### src/rtl/ha_array_pkg.sv
// Shared constants, FSM encoding and row-weight helper for the ha-array
// multiplier controller.
package ha_array_pkg;
  localparam int ROWS  = 4;
  localparam int T_W   = 9;
  localparam int B_W   = 7;
  localparam int P_W   = 16;
  localparam int X_W   = 8;
  localparam int PTR_W = 2;

  typedef enum logic [1:0] {IDLE, ACC, DONE} state_t;

  // V_k = (t + 2b) << 2k; the all-ones worst case sums to 0xFE01, so no carry-out.
  function automatic logic [P_W-1:0] row_weight(input logic [T_W-1:0]   t,
                                                input logic [B_W-1:0]   b,
                                                input logic [PTR_W-1:0] k);
    logic [P_W-1:0] v;
    v = P_W'(t) + (P_W'(b) << 1);
    return v << {k, 1'b0};
  endfunction
endpackage

### src/rtl/ha_array_mul_seq_ctrl_row_select.sv
// Priority scan over the row mask: finds the next enabled row after ptr
// (or the lowest enabled row when from_start is set).
module ha_row_select
  import ha_array_pkg::*;
(
  input  logic [ROWS-1:0]  mask,
  input  logic [PTR_W-1:0] ptr,
  input  logic             from_start,
  output logic [PTR_W-1:0] nxt,
  output logic             last
);

  // last means nothing left to scan; with from_start that means an empty mask.
  always_comb begin
    nxt  = '0;
    last = 1'b1;
    for (int i = ROWS - 1; i >= 0; i--) begin
      if (mask[i] && (from_start || i > int'(ptr))) begin
        nxt  = PTR_W'(i);
        last = 1'b0;
      end
    end
  end

endmodule

### src/rtl/ha_array_mul_seq_ctrl.sv
// Sequences a shared combinational ha-array generator, accumulating one
// enabled row per cycle into an approximate 8x8 product.
module ha_array_mul_seq_ctrl
  import ha_array_pkg::*;
(
  input  logic                clk,
  input  logic                rst,
  input  logic                in_valid,
  output logic                in_ready,
  input  logic [X_W-1:0]      in_x,
  input  logic [X_W-1:0]      in_y,
  input  logic [ROWS-1:0]     in_row_mask,
  output logic [X_W-1:0]      mul_x,
  output logic [X_W-1:0]      mul_y,
  input  logic [ROWS*T_W-1:0] row_t,
  input  logic [ROWS*B_W-1:0] row_b,
  output logic                out_valid,
  input  logic                out_ready,
  output logic [P_W-1:0]      out_product
);

  state_t            state, state_nxt;
  logic [ROWS-1:0]   mask_q;
  logic [PTR_W-1:0]  ptr, nxt_ptr;
  logic [P_W-1:0]    acc;
  logic [ROWS-1:0]   sel_mask;
  logic              last, accept;
  logic [T_W-1:0]    t_sel;
  logic [B_W-1:0]    b_sel;

  assign accept   = in_valid && (state == IDLE);
  // In IDLE the scan runs on the incoming mask so the first row is known at accept.
  assign sel_mask = (state == IDLE) ? in_row_mask : mask_q;
  assign t_sel    = row_t[int'(ptr)*T_W +: T_W];
  assign b_sel    = row_b[int'(ptr)*B_W +: B_W];

  ha_row_select u_sel (
    .mask       (sel_mask),
    .ptr        (ptr),
    .from_start (state == IDLE),
    .nxt        (nxt_ptr),
    .last       (last)
  );

  always_ff @(posedge clk or posedge rst) begin
    if (rst) state <= IDLE;
    else     state <= state_nxt;
  end

  always_comb begin
    state_nxt = state;
    in_ready  = 1'b0;
    out_valid = 1'b0;
    case (state)
      IDLE: begin
        in_ready = 1'b1;
        if (in_valid) state_nxt = last ? DONE : ACC;
      end
      ACC:  if (last) state_nxt = DONE;
      DONE: begin
        out_valid = 1'b1;
        if (out_ready) state_nxt = IDLE;
      end
      default: state_nxt = IDLE;
    endcase
  end

  always_ff @(posedge clk or posedge rst) begin
    if (rst) begin
      mul_x  <= '0;
      mul_y  <= '0;
      mask_q <= '0;
      ptr    <= '0;
      acc    <= '0;
    end else if (accept) begin
      mul_x  <= in_x;
      mul_y  <= in_y;
      mask_q <= in_row_mask;
      ptr    <= nxt_ptr;
      acc    <= '0;
    end else if (state == ACC) begin
      acc <= acc + row_weight(t_sel, b_sel, ptr);
      ptr <= nxt_ptr;
    end
  end

  assign out_product = acc;

endmodule

### config.mk
export PLATFORM = sky130hd
export DESIGN_NAME = ha_array_mul_seq_ctrl
export DESIGN_NICKNAME = d
export VERILOG_FILES = /design/src/rtl/ha_array_pkg.sv /design/src/rtl/ha_array_mul_seq_ctrl_row_select.sv /design/src/rtl/ha_array_mul_seq_ctrl.sv
export SDC_FILE = /design/constraint.sdc
export NUM_CORES = 1
export LEC_CHECK = 0
export BUFFER_PORTS_ARGS = -buffer_cell sky130_fd_sc_hd__buf_4
export CORE_UTILIZATION = 45
export DETAILED_ROUTE_END_ITERATION = 10
export HOLD_SLACK_MARGIN = 0.08
export MAX_ROUTING_LAYER = met4
export PLACE_DENSITY = 0.88
export REMOVE_ABC_BUFFERS = 1
export SYNTH_ARGS = -nofsm -noshare
export SYNTH_HDL_FRONTEND = slang
export SYNTH_SLANG_ARGS = --single-unit
export TNS_END_PERCENT = 100
### constraint.sdc
create_clock -name clk -period 3.9 [get_ports clk]
set_input_delay 0.78 -clock clk [delete_from_list [all_inputs] [get_ports clk]]
set_output_delay 0.78 -clock clk [all_outputs]
set_load 0.01 [all_outputs]
==> out/qor.yml <==
violations: "negative setup slack"
yosys.area_share.adder_pct: 9.88
yosys.area_share.simple_pct: 12.3
antenna_cells: 0
stdcell_count: 595
wl_mm: 10.5
path_depth: 18
cp_cell_sequence: "buf_12 -> buf_12 -> mux4_2 -> ha_4 -> nand3_2 -> buf_4 -> o2111ai_4 -> o311ai_4 -> buf_4 -> xor2_1 -> o21ai_0 -> and2_1 -> ha_4 -> buf_4 -> nand4_1 -> a21oi_4 -> nor4bb_4 -> a221o_1"
hold_viol_final: 0
yosysUniqueCellTypes: 53
async_flop_share_pct: 100
r2r_start: "ptr[0]$_DFFE_PP0P_"
run_status: "finished, violations left"
worst-r2r-setup-slack_ps: -60
place_congestion: 0.934
max-cap-violations: 0
drive_gt1_share_pct: 57.5
cts_tree: "yes"
cp_num_buf_inv: 5
hpwl_mm: 7.31
htreeDepth: 2
die_area_mm2: 0.00743
cp_common_cell: "buf_4"
fin_ws_ps: -55.3
critPathTopFamily: "compound AO/OA/AOI/OAI gates"
crit_required_ps: 4090
die_w_um: 86.2
arrival_ps: 4140
synth_area_mm2: 0.00319
dp.cells: 583
synth_compound_area_share_pct: 20.4
cts_root_buffer: "clkbuf_8"
final_cell_mix: "buf_4 (176), dfrtp_1 (39), nand2_1 (32)"
grtUsageTotal_pct: 27.4
synth_largest_area_cell: "dfrtp_1"
row_count: 30
clock_latency_ps: 300
synth_xor_area_share_pct: 4.66
crit_path_end_kind: "flip-flop"
clk_path_buf_depth: 2
drtAntennaViolNets: 0
ff2ff_path_depth: 18
setup_viol_count_final: 5
cts_num_sinks: 39
critPathKind: "flip-flop to flip-flop"
synth_top_family_by_area: "compound AO/OA/AOI/OAI gates"
slew_headroom_pct: 23.1
synth_top_area_share_pct: 30.6
synth_edf_count: 0
yosysSeqAreaShare_pct: 30.6
max_stage_delay_ps: 540
die_h_um: 86.2
holdCritStartpoint: "mul_x[0]$_DFFE_PP0P_"
whs_path_depth: 1
synthCells: 327
dr.first_iter.drc_count: 136
r2r-end: "out_product[14]$_DFFE_PP0P_"
drc: 0
final.min_clock_period_ps: 3960
yosys-top-cells-area: "dfrtp_1 (31%), mux4_2 (11%), ha_1 (8.6%)"
first_global_vias: 3507
yosysWarnings: 0
antenna_found_initial: 0
io_pins: 122
viasPerCell: 5.69
final_common_cell: "buf_4"
path_clk_slew_ps: 80
first_pass_iters: 5
start_util_pct: 46.7
cts_buffers: 5
area_growth_pct: 61.5
via_count: 3385
grt_pass1_wl_mm: 15.5
grt_max_degree: 31
nets: 610
fin_skew_ps: 5.90
min_to: "mul_x[0]$_DFFE_PP0P_"
fin_crit_sh_pct: 101
ys_ff_latch: 39
port_buffers: 121
wl_per_cell_um: 17.6
coreArea_mm2: 0.00683
worst_pin_slew_ps: 1150
overflow: 0
maxSlewViolCount: 0
synth_flop_cell: "dfrtp_1"
crit_fanout: 7
cp_slowest_cell: "mux4_2"
synth_area_per_cell_um2: 9.76
synthMuxAreaShare_pct: 18.3
fmax_ghz: 0.253
holdBufCountCts: 0
min-delay-path-class: "flip-flop to flip-flop"
start_kind: "flip-flop"
rsz0062_at_grt: "true"
worst reg2reg max path, stage by stage (launching register included):
cell and delay [ps]:
dfrtp_1 380, buf_12 150, buf_12 130, mux4_2 550
ha_4 340, nand3_2 100, buf_4 160, o2111ai_4 210
o311ai_4 140, buf_4 180, xor2_1 110, o21ai_0 80
and2_1 210, ha_4 300, buf_4 100, nand4_1 170
a21oi_4 200, nor4bb_4 60, a221o_1 300
stage by stage:
stage	setup WS (ps)	area [µm²]	utilization (%)	TNS, ps	hold WS, ps
final	-55.3	5160	75.5	-216	514
after global routing	-226	5160	75.5	-1210	536
after CTS	-73.2	4890	71.5	-172	518
after detailed placement	-550	4580	67.0	-3970	500
after global placement	-408	4580	67.0	-2800	484
after floorplan	-699	3120	-	-4650	472
how the worst max path moves through the flow:
stage / slack, ps / endpoint / start
after floorplan: -700 / out_product[14]$_DFFE_PP0P_ / ptr[0]$_DFFE_PP0P_
after global placement: -410 / out_product[14]$_DFFE_PP0P_ / row_b[21]
after detailed placement: -550 / out_product[13]$_DFFE_PP0P_ / row_b[22]
after CTS: -70 / out_product[14]$_DFFE_PP0P_ / row_t[28]
after global routing: -230 / out_product[12]$_DFFE_PP0P_ / ptr[0]$_DFFE_PP0P_
final: -60 / out_product[14]$_DFFE_PP0P_ / ptr[0]$_DFFE_PP0P_
metal layers:
layer  routed length (µm)  vias up  global-route usage, %
met3                  700       36                   5.05
met1                 4260     1623                   30.9
met2                 5180      164                   48.4
met4                  352        0                   9.85
met5                    0        -                      -
li1                     -     1562                      -
layout make-up:
type / count / area, µm²
multi-input combinational: 259 / 2530
fill: 451 / 1680
timing repair buffer: 179 / 1370
sequential: 39 / 976
tap: 96 / 120
clock buffer: 7 / 96.3
inverter: 14 / 52.6
clock inverter: 1 / 7.51
cell usage after synthesis, types with 2 or more instances:
| library cell | count |
|---|---|
| a211oi_1 | 5 |
| a21o_1 | 6 |
| a21oi_1 | 23 |
| a221oi_1 | 2 |
| a22o_1 | 3 |
| and2_1 | 7 |
| and3_1 | 2 |
| buf_1 | 2 |
| buf_2 | 5 |
| clkbuf_1 | 6 |
| dfrtp_1 | 39 |
| fa_1 | 2 |
| ha_1 | 22 |
| inv_1 | 14 |
| mux2_2 | 21 |
| mux4_2 | 15 |
| nand2_1 | 35 |
| nand2b_1 | 4 |
| nand3_1 | 4 |
| nor2_1 | 19 |
| nor2b_1 | 4 |
| nor3b_1 | 2 |
| o2111ai_1 | 2 |
| o211ai_1 | 2 |
| o21a_1 | 5 |
| o21ai_0 | 17 |
| o21ai_1 | 3 |
| o21bai_1 | 4 |
| o22ai_1 | 10 |
| o2bb2ai_1 | 2 |
| o31ai_1 | 2 |
| o32ai_1 | 2 |
| xnor2_1 | 6 |
| xor2_1 | 11 |
what timing repair did:
item                       CTS  global route
gates resized for setup     34            42
setup buffers                1             3
pin swaps                   18            31
setup endpoints to repair    8             9
flip-flops by register name (all words and copies together), names as in the netlist:
| signal | flops |
|---|---|
| state | 2 |
| mul_y | 8 |
| out_product | 16 |
| mul_x | 8 |
| ptr | 2 |
| mask_q | 3 |
cells by family (layout without fill, tap and decap cells):
group / after synthesis / in the layout
buffers and inverters: 29 / 201
adder cells (fa/ha/maj): 24 / 24
XOR/XNOR: 17 / 17
flip-flops: 39 / 39
AND/OR/NAND/NOR: 84 / 84
multiplexers: 37 / 37
AO/OA/AOI/OAI: 97 / 97
Power is not shown: default switching activity piles up to over one toggle a cycle in this logic, so the estimate is an artifact.
